<file path="config.mk">
export PLATFORM = sky130hd
export DESIGN_NAME = writeback_unit
export DESIGN_NICKNAME = d
export VERILOG_FILES = /design/src/rtl/riscy_pkg.sv /design/src/rtl/wb_load_fifo.sv /design/src/rtl/wb_waw_check.sv /design/src/rtl/writeback_unit.sv
export SDC_FILE = /design/constraint.sdc
export NUM_CORES = 1
export LEC_CHECK = 0
export BUFFER_PORTS_ARGS = -buffer_cell sky130_fd_sc_hd__buf_2
export CAP_MARGIN = 25
export CORE_MARGIN = 2
export CORE_UTILIZATION = 46
export CTS_CLUSTER_SIZE = 12
export DETAILED_ROUTE_END_ITERATION = 12
export PLACE_DENSITY = 0.77
export SYNTH_ARGS = -nofsm -noshare
export SYNTH_HDL_FRONTEND = slang
export SYNTH_HIERARCHICAL = 1
export SYNTH_SLANG_ARGS = --single-unit
</file>
<file path="constraint.sdc">
create_clock -name clock -period 3.5 [get_ports clock]
set_input_delay 0.175 -clock clock [delete_from_list [all_inputs] [get_ports clock]]
set_output_delay 0.175 -clock clock [all_outputs]
set_load 0.01 [all_outputs]
</file>
<file path="src/rtl/riscy_pkg.sv">
// Shared definitions for the writeback path: widths, the x0 address, the
// registered write-source tag and the load-queue entry layout.
package riscy_pkg;

  localparam int XLEN       = 32;
  localparam int REG_ADDR_W = 5;
  localparam logic [REG_ADDR_W-1:0] REG_ZERO = 5'd0;

  typedef enum logic [1:0] {
    WB_NONE = 2'd0,
    WB_ALU  = 2'd1,
    WB_LD   = 2'd2
  } wb_src_e;

  typedef struct packed {
    logic [REG_ADDR_W-1:0] rd;
    logic [XLEN-1:0]       data;
  } ld_entry_t;

endpackage

</file>
<file path="src/rtl/wb_load_fifo.sv">
// Load-result queue: DEPTH entries of {rd, data}. Pointers wrap naturally
// because DEPTH is a power of two; a pop frees its slot only from the next cycle.
module wb_load_fifo
  import riscy_pkg::*;
#(
  parameter int DEPTH = 2
) (
  input  logic      clock,
  input  logic      reset,
  input  logic      push,
  input  ld_entry_t push_entry,
  input  logic      pop,
  output ld_entry_t head,
  output logic      full,
  output logic      empty
);

  localparam int AW = $clog2(DEPTH);
  localparam int CW = AW + 1;

  ld_entry_t       mem [DEPTH];
  logic [AW-1:0]   wr_ptr;
  logic [AW-1:0]   rd_ptr;
  logic [CW-1:0]   count;
  logic            do_push;
  logic            do_pop;

  assign full    = (count == CW'(DEPTH));
  assign empty   = (count == {CW{1'b0}});
  assign do_push = push && !full;
  assign do_pop  = pop && !empty;
  assign head    = mem[rd_ptr];

  // Pointer and occupancy tracking.
  always_ff @(posedge clock or posedge reset) begin
    if (reset) begin
      wr_ptr <= {AW{1'b0}};
      rd_ptr <= {AW{1'b0}};
      count  <= {CW{1'b0}};
    end else begin
      if (do_push) begin
        wr_ptr <= wr_ptr + AW'(1);
      end
      if (do_pop) begin
        rd_ptr <= rd_ptr + AW'(1);
      end
      case ({do_push, do_pop})
        2'b10:   count <= count + CW'(1);
        2'b01:   count <= count - CW'(1);
        default: count <= count;
      endcase
    end
  end

  // Entry storage; contents are don't-care while not counted as occupied.
  always_ff @(posedge clock) begin
    if (do_push) begin
      mem[wr_ptr] <= push_entry;
    end
  end

endmodule

</file>
<file path="src/rtl/wb_waw_check.sv">
// Simulation checker: an ALU write to a register still awaiting its load
// result is a pipeline bug upstream; the datapath writes anyway.
module wb_waw_check
  import riscy_pkg::*;
(
  input logic                  clock,
  input logic                  reset,
  input logic                  alu_valid,
  input logic [REG_ADDR_W-1:0] alu_rd,
  input logic [31:0]           busy
);

  waw_hazard: assert property (@(posedge clock) disable iff (reset)
    !(alu_valid && (alu_rd != REG_ZERO) && busy[alu_rd]));

endmodule

</file>
<file path="src/rtl/writeback_unit.sv">
// Merges ALU and load results onto the registered we/ain/din write port and
// resolves issue operands/stall. Define WB_FORWARDING_EN to bypass instead of stall.
module writeback_unit
  import riscy_pkg::*;
#(
  parameter int LDQ_DEPTH = 2
) (
  input  logic                  clock,
  input  logic                  reset,
  input  logic                  alu_valid,
  input  logic [REG_ADDR_W-1:0] alu_rd,
  input  logic [XLEN-1:0]       alu_data,
  input  logic                  ld_valid,
  output logic                  ld_ready,
  input  logic [REG_ADDR_W-1:0] ld_rd,
  input  logic [XLEN-1:0]       ld_data,
  input  logic                  iss_ld_valid,
  input  logic [REG_ADDR_W-1:0] iss_ld_rd,
  input  logic [REG_ADDR_W-1:0] rs1,
  input  logic [REG_ADDR_W-1:0] rs2,
  input  logic [XLEN-1:0]       rf_rs1_val,
  input  logic [XLEN-1:0]       rf_rs2_val,
  output logic [XLEN-1:0]       op1,
  output logic [XLEN-1:0]       op2,
  output logic                  stall,
  output logic                  we,
  output logic [REG_ADDR_W-1:0] ain,
  output logic [XLEN-1:0]       din
);

  wb_src_e               wb_src;
  wb_src_e               sel_src;
  logic [REG_ADDR_W-1:0] sel_rd;
  logic [XLEN-1:0]       sel_data;
  logic [31:0]           busy;
  logic [31:0]           busy_next;
  logic                  alu_sel;
  logic                  ld_take;
  logic                  fifo_push;
  logic                  fifo_pop;
  logic                  fifo_full;
  logic                  fifo_empty;
  ld_entry_t             push_entry;
  ld_entry_t             head;
  logic                  haz1;
  logic                  haz2;

  wb_load_fifo #(.DEPTH(LDQ_DEPTH)) u_ldq (
    .clock      (clock),
    .reset      (reset),
    .push       (fifo_push),
    .push_entry (push_entry),
    .pop        (fifo_pop),
    .head       (head),
    .full       (fifo_full),
    .empty      (fifo_empty)
  );

  wb_waw_check u_waw (
    .clock     (clock),
    .reset     (reset),
    .alu_valid (alu_valid),
    .alu_rd    (alu_rd),
    .busy      (busy)
  );

  assign ld_ready        = !fifo_full;
  assign alu_sel         = alu_valid && (alu_rd != REG_ZERO);
  assign ld_take         = ld_valid && ld_ready && (ld_rd != REG_ZERO);
  assign push_entry.rd   = ld_rd;
  assign push_entry.data = ld_data;
  assign we              = (wb_src != WB_NONE);

  // Write-port arbitration: ALU first, then queued loads, then a fresh load
  // straight through when nothing is queued (keeps idle-path load latency at one cycle).
  always_comb begin
    sel_src   = WB_NONE;
    sel_rd    = REG_ZERO;
    sel_data  = {XLEN{1'b0}};
    fifo_push = 1'b0;
    fifo_pop  = 1'b0;
    if (alu_sel) begin
      sel_src   = WB_ALU;
      sel_rd    = alu_rd;
      sel_data  = alu_data;
      fifo_push = ld_take;
    end else if (!fifo_empty) begin
      sel_src   = WB_LD;
      sel_rd    = head.rd;
      sel_data  = head.data;
      fifo_pop  = 1'b1;
      fifo_push = ld_take;
    end else if (ld_take) begin
      sel_src   = WB_LD;
      sel_rd    = ld_rd;
      sel_data  = ld_data;
    end else begin
      fifo_push = 1'b0;
    end
  end

  // Scoreboard update: clear on load-sourced write, then set so a same-cycle set wins.
  always_comb begin
    busy_next = busy;
    if (sel_src == WB_LD) begin
      busy_next[sel_rd] = 1'b0;
    end else begin
      busy_next = busy;
    end
    if (iss_ld_valid && (iss_ld_rd != REG_ZERO)) begin
      busy_next[iss_ld_rd] = 1'b1;
    end else begin
      busy_next[0] = 1'b0;
    end
    busy_next[0] = 1'b0;
  end

  // Registered write port and scoreboard.
  always_ff @(posedge clock or posedge reset) begin
    if (reset) begin
      wb_src <= WB_NONE;
      ain    <= REG_ZERO;
      din    <= {XLEN{1'b0}};
      busy   <= 32'd0;
    end else begin
      wb_src <= sel_src;
      ain    <= sel_rd;
      din    <= sel_data;
      busy   <= busy_next;
    end
  end

  // Operand resolution and hazard detection; x0 always reads as zero and never stalls.
  always_comb begin
    op1  = {XLEN{1'b0}};
    op2  = {XLEN{1'b0}};
    haz1 = busy[rs1];
    haz2 = busy[rs2];
`ifdef WB_FORWARDING_EN
    if (rs1 == REG_ZERO)                      op1 = {XLEN{1'b0}};
    else if (alu_valid && (alu_rd == rs1))    op1 = alu_data;
    else if (we && (ain == rs1))              op1 = din;
    else                                      op1 = rf_rs1_val;
    if (rs2 == REG_ZERO)                      op2 = {XLEN{1'b0}};
    else if (alu_valid && (alu_rd == rs2))    op2 = alu_data;
    else if (we && (ain == rs2))              op2 = din;
    else                                      op2 = rf_rs2_val;
`else
    if (rs1 == REG_ZERO) op1 = {XLEN{1'b0}};
    else                 op1 = rf_rs1_val;
    if (rs2 == REG_ZERO) op2 = {XLEN{1'b0}};
    else                 op2 = rf_rs2_val;
    haz1 = busy[rs1] || (alu_valid && (alu_rd == rs1)) || (we && (ain == rs1));
    haz2 = busy[rs2] || (alu_valid && (alu_rd == rs2)) || (we && (ain == rs2));
`endif
  end

  assign stall = ((rs1 != REG_ZERO) && haz1) || ((rs2 != REG_ZERO) && haz2);

endmodule

</file>
==> impl_metrics.json, run 1 <==
{
  "drive_gt1_share_pct": 38.1,
  "num_vias": 6478,
  "grt_use_total_pct": 25.8,
  "fp.dieW_microns": 132,
  "grt_overflow": 0,
  "synth_fp_nets": 804,
  "drt_iter0_drc": 429,
  "fin_area_sq_mm": 0.0104,
  "clock-root-buffer": "clkbuf_16",
  "final_hold_viol_count": 0,
  "period_needed_ps": 2590,
  "cts_tree": "built",
  "worstMarginPinSlew_ps": 1030,
  "n_fill_cell": 1195,
  "fin_crit_sh_pct": 74.0,
  "dp_cells": 1089,
  "pin_count": 262,
  "syn2layout_area_growth_pct": 37.7,
  "htreeDepth": 4,
  "yosysUniqueCellTypes": 59,
  "synth_top_flop_cell": "edfxtp_1",
  "grt_pass1_wl_microns": 35400,
  "cts_setup_buffers": 0,
  "grt_start_max_net_pins": 67,
  "clk_pin_slew_ps": 60,
  "cp_max_fo": 34,
  "arrival_ps": 2870,
  "fp.dieH_microns": 132,
  "setup_ws_ps": 910,
  "min_path_type": "in -> reg",
  "ys_warn_count": 6,
  "stdcell_count": 1191,
  "regArea_sq_mm": 0.00408,
  "synth.top_cell.area_share_pct": 29.4,
  "post_dp_cell_area_sq_mm": 0.00905,
  "nets": 1120,
  "syn_inst": 645,
  "async_flop_share_pct": 50.0,
  "maxCapViolations": 0,
  "multi_input_area_sq_mm": 0.00326,
  "crit_type": "reg -> reg",
  "rsz0062_at_grt": "no",
  "synth_area_leader_cell": "edfxtp_1",
  "core_area_sq_mm": 0.0159,
  "initial_core_util_pct": 47.4,
  "wl_per_cell_microns": 18.8,
  "power_density_mw_per_mm2": 705,
  "grt_pass1_vias": 6741,
  "startpoint_type": "flop",
  "drc": 0,
  "wl_microns": 22400,
  "die-area_sq_mm": 0.0175,
  "max-clock-path-buffers": 2,
  "rows": 46,
  "drtPass1Iterations": 4,
  "critPathCaptureType": "flop",
  "ys_top_cells_by_area": "edfxtp_1 (29%), dfrtp_1 (25%), nor2b_1 (8.6%)",
  "slew_violations": 0,
  "pre_cts_ws_ps": 851,
  "setup_viol": 0,
  "fin_setup_tns_ps": 0,
  "ys_ff_latch": 148,
  "final_antenna_net_count": 0,
  "via_per_inst": 5.44,
  "antenna_found_initial": 1,
  "cts-buffers-inserted": 17,
  "place.gp.congestion": 0.853,
  "syn_area_per_cell_sq_um": 11.7,
  "synth-edff-count": 74,
  "fin_skew_ps": 7.83,
  "power.leakage_nw": 4.46,
  "hpwlAfterDp_microns": 14600,
  "clock_sinks": 148,
  "clk_latency_ps": 430,
  "outcome": "finished clean",
  "ir_drop_mv": 0.524,
  "required_ps": 3780,
  "ys_seq_area_share_pct": 53.9,
  "max_freq_mhz": 386,
  "numPortBuffers": 261,
  "syn-cell-area_sq_mm": 0.00756,
  "max-slew-margin-rel_pct": 30.4
}
## registers in the layout (all words and copies together), names as in the netlist
signal        flops
u_ldq/count       2
u_ldq/wr_ptr      1
wb_src            2
u_ldq/rd_ptr      1
busy             31
ain               5
u_ldq/mem        74
din              32
## cells in the mapped netlist, types with 5 or more instances
master and number:
nor2b_1 104, dfrtp_1 74, edfxtp_1 74, o21ai_0 66, nand2_1 39, a31oi_1 34, clkbuf_1 31, mux2_2 20
mux2_4 20, o31ai_1 16, o41ai_1 16, nor2_1 15, xnor2_1 13, mux4_2 12, xor2_1 12, inv_1 11
nand3b_1 9, mux2i_1 6, nand3_1 6, buf_6 5
## metrics by stage
step	utilization, %	power (mW)	hold WS (ps)
final	65.3	7.33	47.0
after global routing	65.3	7.71	39.3
after CTS	65.3	7.28	13.1
after detailed placement	56.8	5.20	93.0
after global placement	56.6	5.13	91.0
after floorplan	-	4.44	-58.9
## worst paths after layout
| path | start | to | slack (ps) | cells after the start |
|---|---|---|---|---|
| worst max-delay path | u_ldq/rd_ptr$_DFFE_PP0P_ | busy[6]$_DFF_PP0_ | 910 | 7 |
| worst min-delay path | alu_data[27] | din[27]$_DFF_PP0_ | 50 | 3 |
| worst max register to register | u_ldq/rd_ptr$_DFFE_PP0P_ | busy[6]$_DFF_PP0_ | 910 | 7 |
| worst min register to register | busy[15]$_DFF_PP0_ | busy[15]$_DFF_PP0_ | 530 | 2 |
| max in group asynchronous | reset | busy[25]$_DFF_PP0_ | 2060 | 4 |
| min in group asynchronous | reset | u_ldq/rd_ptr$_DFFE_PP0P_ | 210 | 3 |
## routing by layer
| layer | routed length, microns | global-route usage [%] | vias up |
|---|---|---|---|
| li1 | - | - | 3004 |
| met1 | 8480 | 29.3 | 3117 |
| met3 | 1510 | 6.46 | 51 |
| met4 | 727 | 10.9 | 0 |
| met5 | 0 | 0 | - |
| met2 | 11700 | 46.3 | 306 |
## where the power goes
part | leakage (nW) | switching, mW | total [mW] | internal [mW]
Combinational | 2.56 | 1.43 | 2.63 | 1.20
Clock | 0.320 | 0.715 | 2.01 | 1.30
Sequential | 1.57 | 0.286 | 2.70 | 2.41
Total | 4.46 | 2.43 | 7.33 | 4.91
## logic make-up after synthesis
kind of cell,Yosys count,synth area share (%)
and+or+nand+nor,202,15.3
AOI/OAI and AO/OA,155,13.1
DFF,148,53.9
muxes,58,11.3
buffers and inverters,56,3.33
xor gates and xnor gates,25,2.90
adders and majority gates,1,0.166
## area by class of cell
class,instances,share of cell area (%)
Timing Repair Buffer,340,20.1
Inverter,13,0.469
Antenna cell,1,0.0240
Clock inverter,11,1.62
Tap cell,216,2.60
Sequential cell,148,39.1
Multi-Input combinational cell,441,31.3
Clock buffer,21,4.74
## cell usage in the layout (no fill, tap or decap), types with 19 or more instances in the layout
cell | Yosys | layout
dlygate4sd3_1 | 0 | 69
edfxtp_1 | 74 | 74
a31oi_1 | 34 | 34
nor2b_1 | 104 | 104
mux2_2 | 20 | 20
dfrtp_1 | 74 | 73
buf_2 | 3 | 261
mux2_4 | 20 | 20
nand2_1 | 39 | 39
clkbuf_16 | 0 | 19
o21ai_0 | 66 | 66
## critical path: stages, from the launching register on
cell and delay [ps]:
dfrtp_2 430, buf_4 490, mux2_4 360, nor2_1 100
a41oi_1 50, or3_1 500, o41ai_1 350, o21ai_0 160
## repair_timing
item                                   CTS  global route
hold buffers                            69             0
endpoints found under the hold margin  139             0
gates resized for setup                  0             0
No activity file was read; power rests on OpenSTA's default activity.
==> run 2, diff against run 1 <==
- clock period: 3.5 -> 2.3 ns (I/O delays scaled with it)
==> run 2 against run 1 <==
Against the previous run:
- sequential share of layout area shrank 0.86 points
- register-to-register slack worse by 780 ps
- clock skew up 3.9 ps
- non-clock buffer count is 21 higher
- via count increased by 2.8%
==> impl_metrics.json, run 2 (synthesis results as in run 1) <==
{
  "drive_gt1_share_pct": 40.4,
  "regArea_sq_mm": 0.00408,
  "stdcell_count": 1211,
  "power_mw": 11.2,
  "drtPass1Iterations": 7,
  "final_cell_mix": "buf_2 (261), nor2b_1 (104), edfxtp_1 (74), dfrtp_1 (73), dlygate4sd3_1 (72)",
  "fin_skew_ps": 11.7,
  "nets": 1141,
  "cp_max_fo": 3,
  "path_delay_family": "compound AO/OA/AOI/OAI gates",
  "n_antenna_cell": 0,
  "pin_count": 262,
  "syn2layout_area_growth_pct": 40.9,
  "swShare_pct": 33.7,
  "initial_core_util_pct": 47.4,
  "utilization_pct": 66.8,
  "drc": 0,
  "worstMarginPinSlew_ps": 584,
  "place.gp.congestion": 0.879,
  "pwr-share-clk_pct": 25.0,
  "grt_use_total_pct": 25.7,
  "dp_cells": 1099,
  "hpwlAfterDp_microns": 14900,
  "hold_depth": 3,
  "die-area_sq_mm": 0.0175,
  "max_freq_mhz": 452,
  "fin_crit_sh_pct": 96.2,
  "num_vias": 6659,
  "outcome": "finished clean",
  "setup_viol": 0,
  "wl_per_cell_microns": 18.7,
  "arrival_ps": 2100,
  "period_needed_ps": 2210,
  "grt_start_max_net_pins": 68,
  "regMostFlops": "u_ldq/mem",
  "cts-buffers-inserted": 17,
  "cp.depth": 6,
  "crit_path_top_delay_cell": "dfrtp_1",
  "startpoint_type": "flop",
  "power.net_switching_mw": 3.77,
  "max-clock-path-buffers": 2,
  "reg_top3": "u_ldq/mem x74, din x32, busy x31",
  "fp.dieH_microns": 132,
  "antenna_found_initial": 0,
  "critPathCaptureType": "primary output",
  "core_area_sq_mm": 0.0159,
  "final_antenna_net_count": 0,
  "drt_iter0_drc": 396,
  "wl_microns": 22600,
  "final_common_cell": "buf_2",
  "maxCapViolations": 0,
  "n_fill_cell": 1165,
  "multi_input_area_sq_mm": 0.00334,
  "crit_type": "reg -> out",
  "post_dp_cell_area_sq_mm": 0.00918,
  "required_ps": 2180,
  "grt_pass1_vias": 6712,
  "pwr-share-seq_pct": 36.9,
  "via_per_inst": 5.50,
  "power_density_mw_per_mm2": 1050,
  "p_comb_share_pct": 38.1,
  "clock_sinks": 148,
  "largest_reg_flops": 74,
  "reg2regPathDepth": 8,
  "p_int_mw": 7.41,
  "worstPathCellList": "xnor2_1 -> nand4_1 -> o32ai_4 -> nor4b_4 -> o32ai_2 -> buf_2",
  "clk_pin_slew_ps": 60,
  "grt_pass1_wl_microns": 35300,
  "slowest_delay_ps": 420,
  "fin_area_sq_mm": 0.0106,
  "clk_latency_ps": 430,
  "grt_overflow": 0,
  "fp.dieW_microns": 132,
  "htreeDepth": 4,
  "final_hold_viol_count": 0,
  "slew_violations": 0,
  "cts_tree": "built",
  "power.leakage_nw": 4.55,
  "max-slew-margin-rel_pct": 61.0,
  "hold_ws_ps": 83.0,
  "ir_drop_mv": 0.787,
  "numPortBuffers": 261,
  "rows": 46,
  "clock-root-buffer": "clkbuf_16",
  "critPathBufInv": 1,
  "min_path_type": "in -> reg"
}
-- run 2: cell count changes in the layout (fill, tap and decap cells not counted), moves of 2 or more --
cell and delta:
o32ai_1 -2, bufinv_16 -2, dlygate4sd3_1 +3, inv_6 +2, buf_12 +5, buf_4 +14
clkinvlp_4 +3
-- run 2: cell type report --
class / count / share of cell area, %
Tap cell: 216 / 2.54
Timing Repair Buffer: 361 / 21.6
Inverter: 13 / 0.494
Sequential cell: 148 / 38.3
Clock buffer: 22 / 4.56
Multi-Input combinational cell: 441 / 31.4
Clock inverter: 10 / 1.14
-- run 2: metal layers --
layer	up-vias	share of wire (%)	track usage (%)
met5	-	0	0
met4	0	2.6	10.7
met3	50	7.7	6.92
met2	349	53	46.5
met1	3207	37	28.7
li1	3053	-	-
-- run 2: worst register-to-register path: stages (launching register included) --
cell	delay (ps)
dfrtp_1	440
nand2b_1	210
inv_1	140
nand4b_1	150
a22oi_1	120
nor2_2	200
clkinvlp_4	240
o41ai_1	380
o21ai_0	150
-- run 2: through the flow --
step	setup TNS (ps)	worst slack (ps)
6_report	0	86.5
3_3_place_gp	0	136
4_1_cts	0	67.4
2_1_floorplan	0	7.85
3_5_place_dp	0	52.3
5_1_grt	-32.4	-20.3
-- run 2: worst paths after layout --
check | startpoint | endpoint | slack, ps
worst max-delay path | ain[4]$_DFF_PP0_ | stall | 90
worst min-delay path | iss_ld_rd[2] | busy[30]$_DFF_PP0_ | 80
worst max register to register | u_ldq/count[0]$_DFFE_PP0P_ | busy[21]$_DFF_PP0_ | 130
worst min register to register | busy[25]$_DFF_PP0_ | busy[25]$_DFF_PP0_ | 520
max in group asynchronous | reset | din[10]$_DFF_PP0_ | 1180
min in group asynchronous | reset | u_ldq/count[0]$_DFFE_PP0P_ | 150
-- run 2: timing repair --
action                                 4_1_cts  5_1_grt
resized for setup                            1       12
hold buffers                                72        0
setup endpoints to repair                    1       23
setup buffers                                0        8
endpoints found under the hold margin      137        0
pin swaps                                    0        5
-- run 2: power groups by stage --
stage	registers [mW]	logic [mW]	clock network, mW
final	4.13	4.26	2.80
after CTS	4.11	4.04	2.83
after floorplan	4.10	2.75	0
after detailed placement	4.15	3.90	0
after global routing	4.21	4.62	2.94
after global placement	4.10	3.84	0
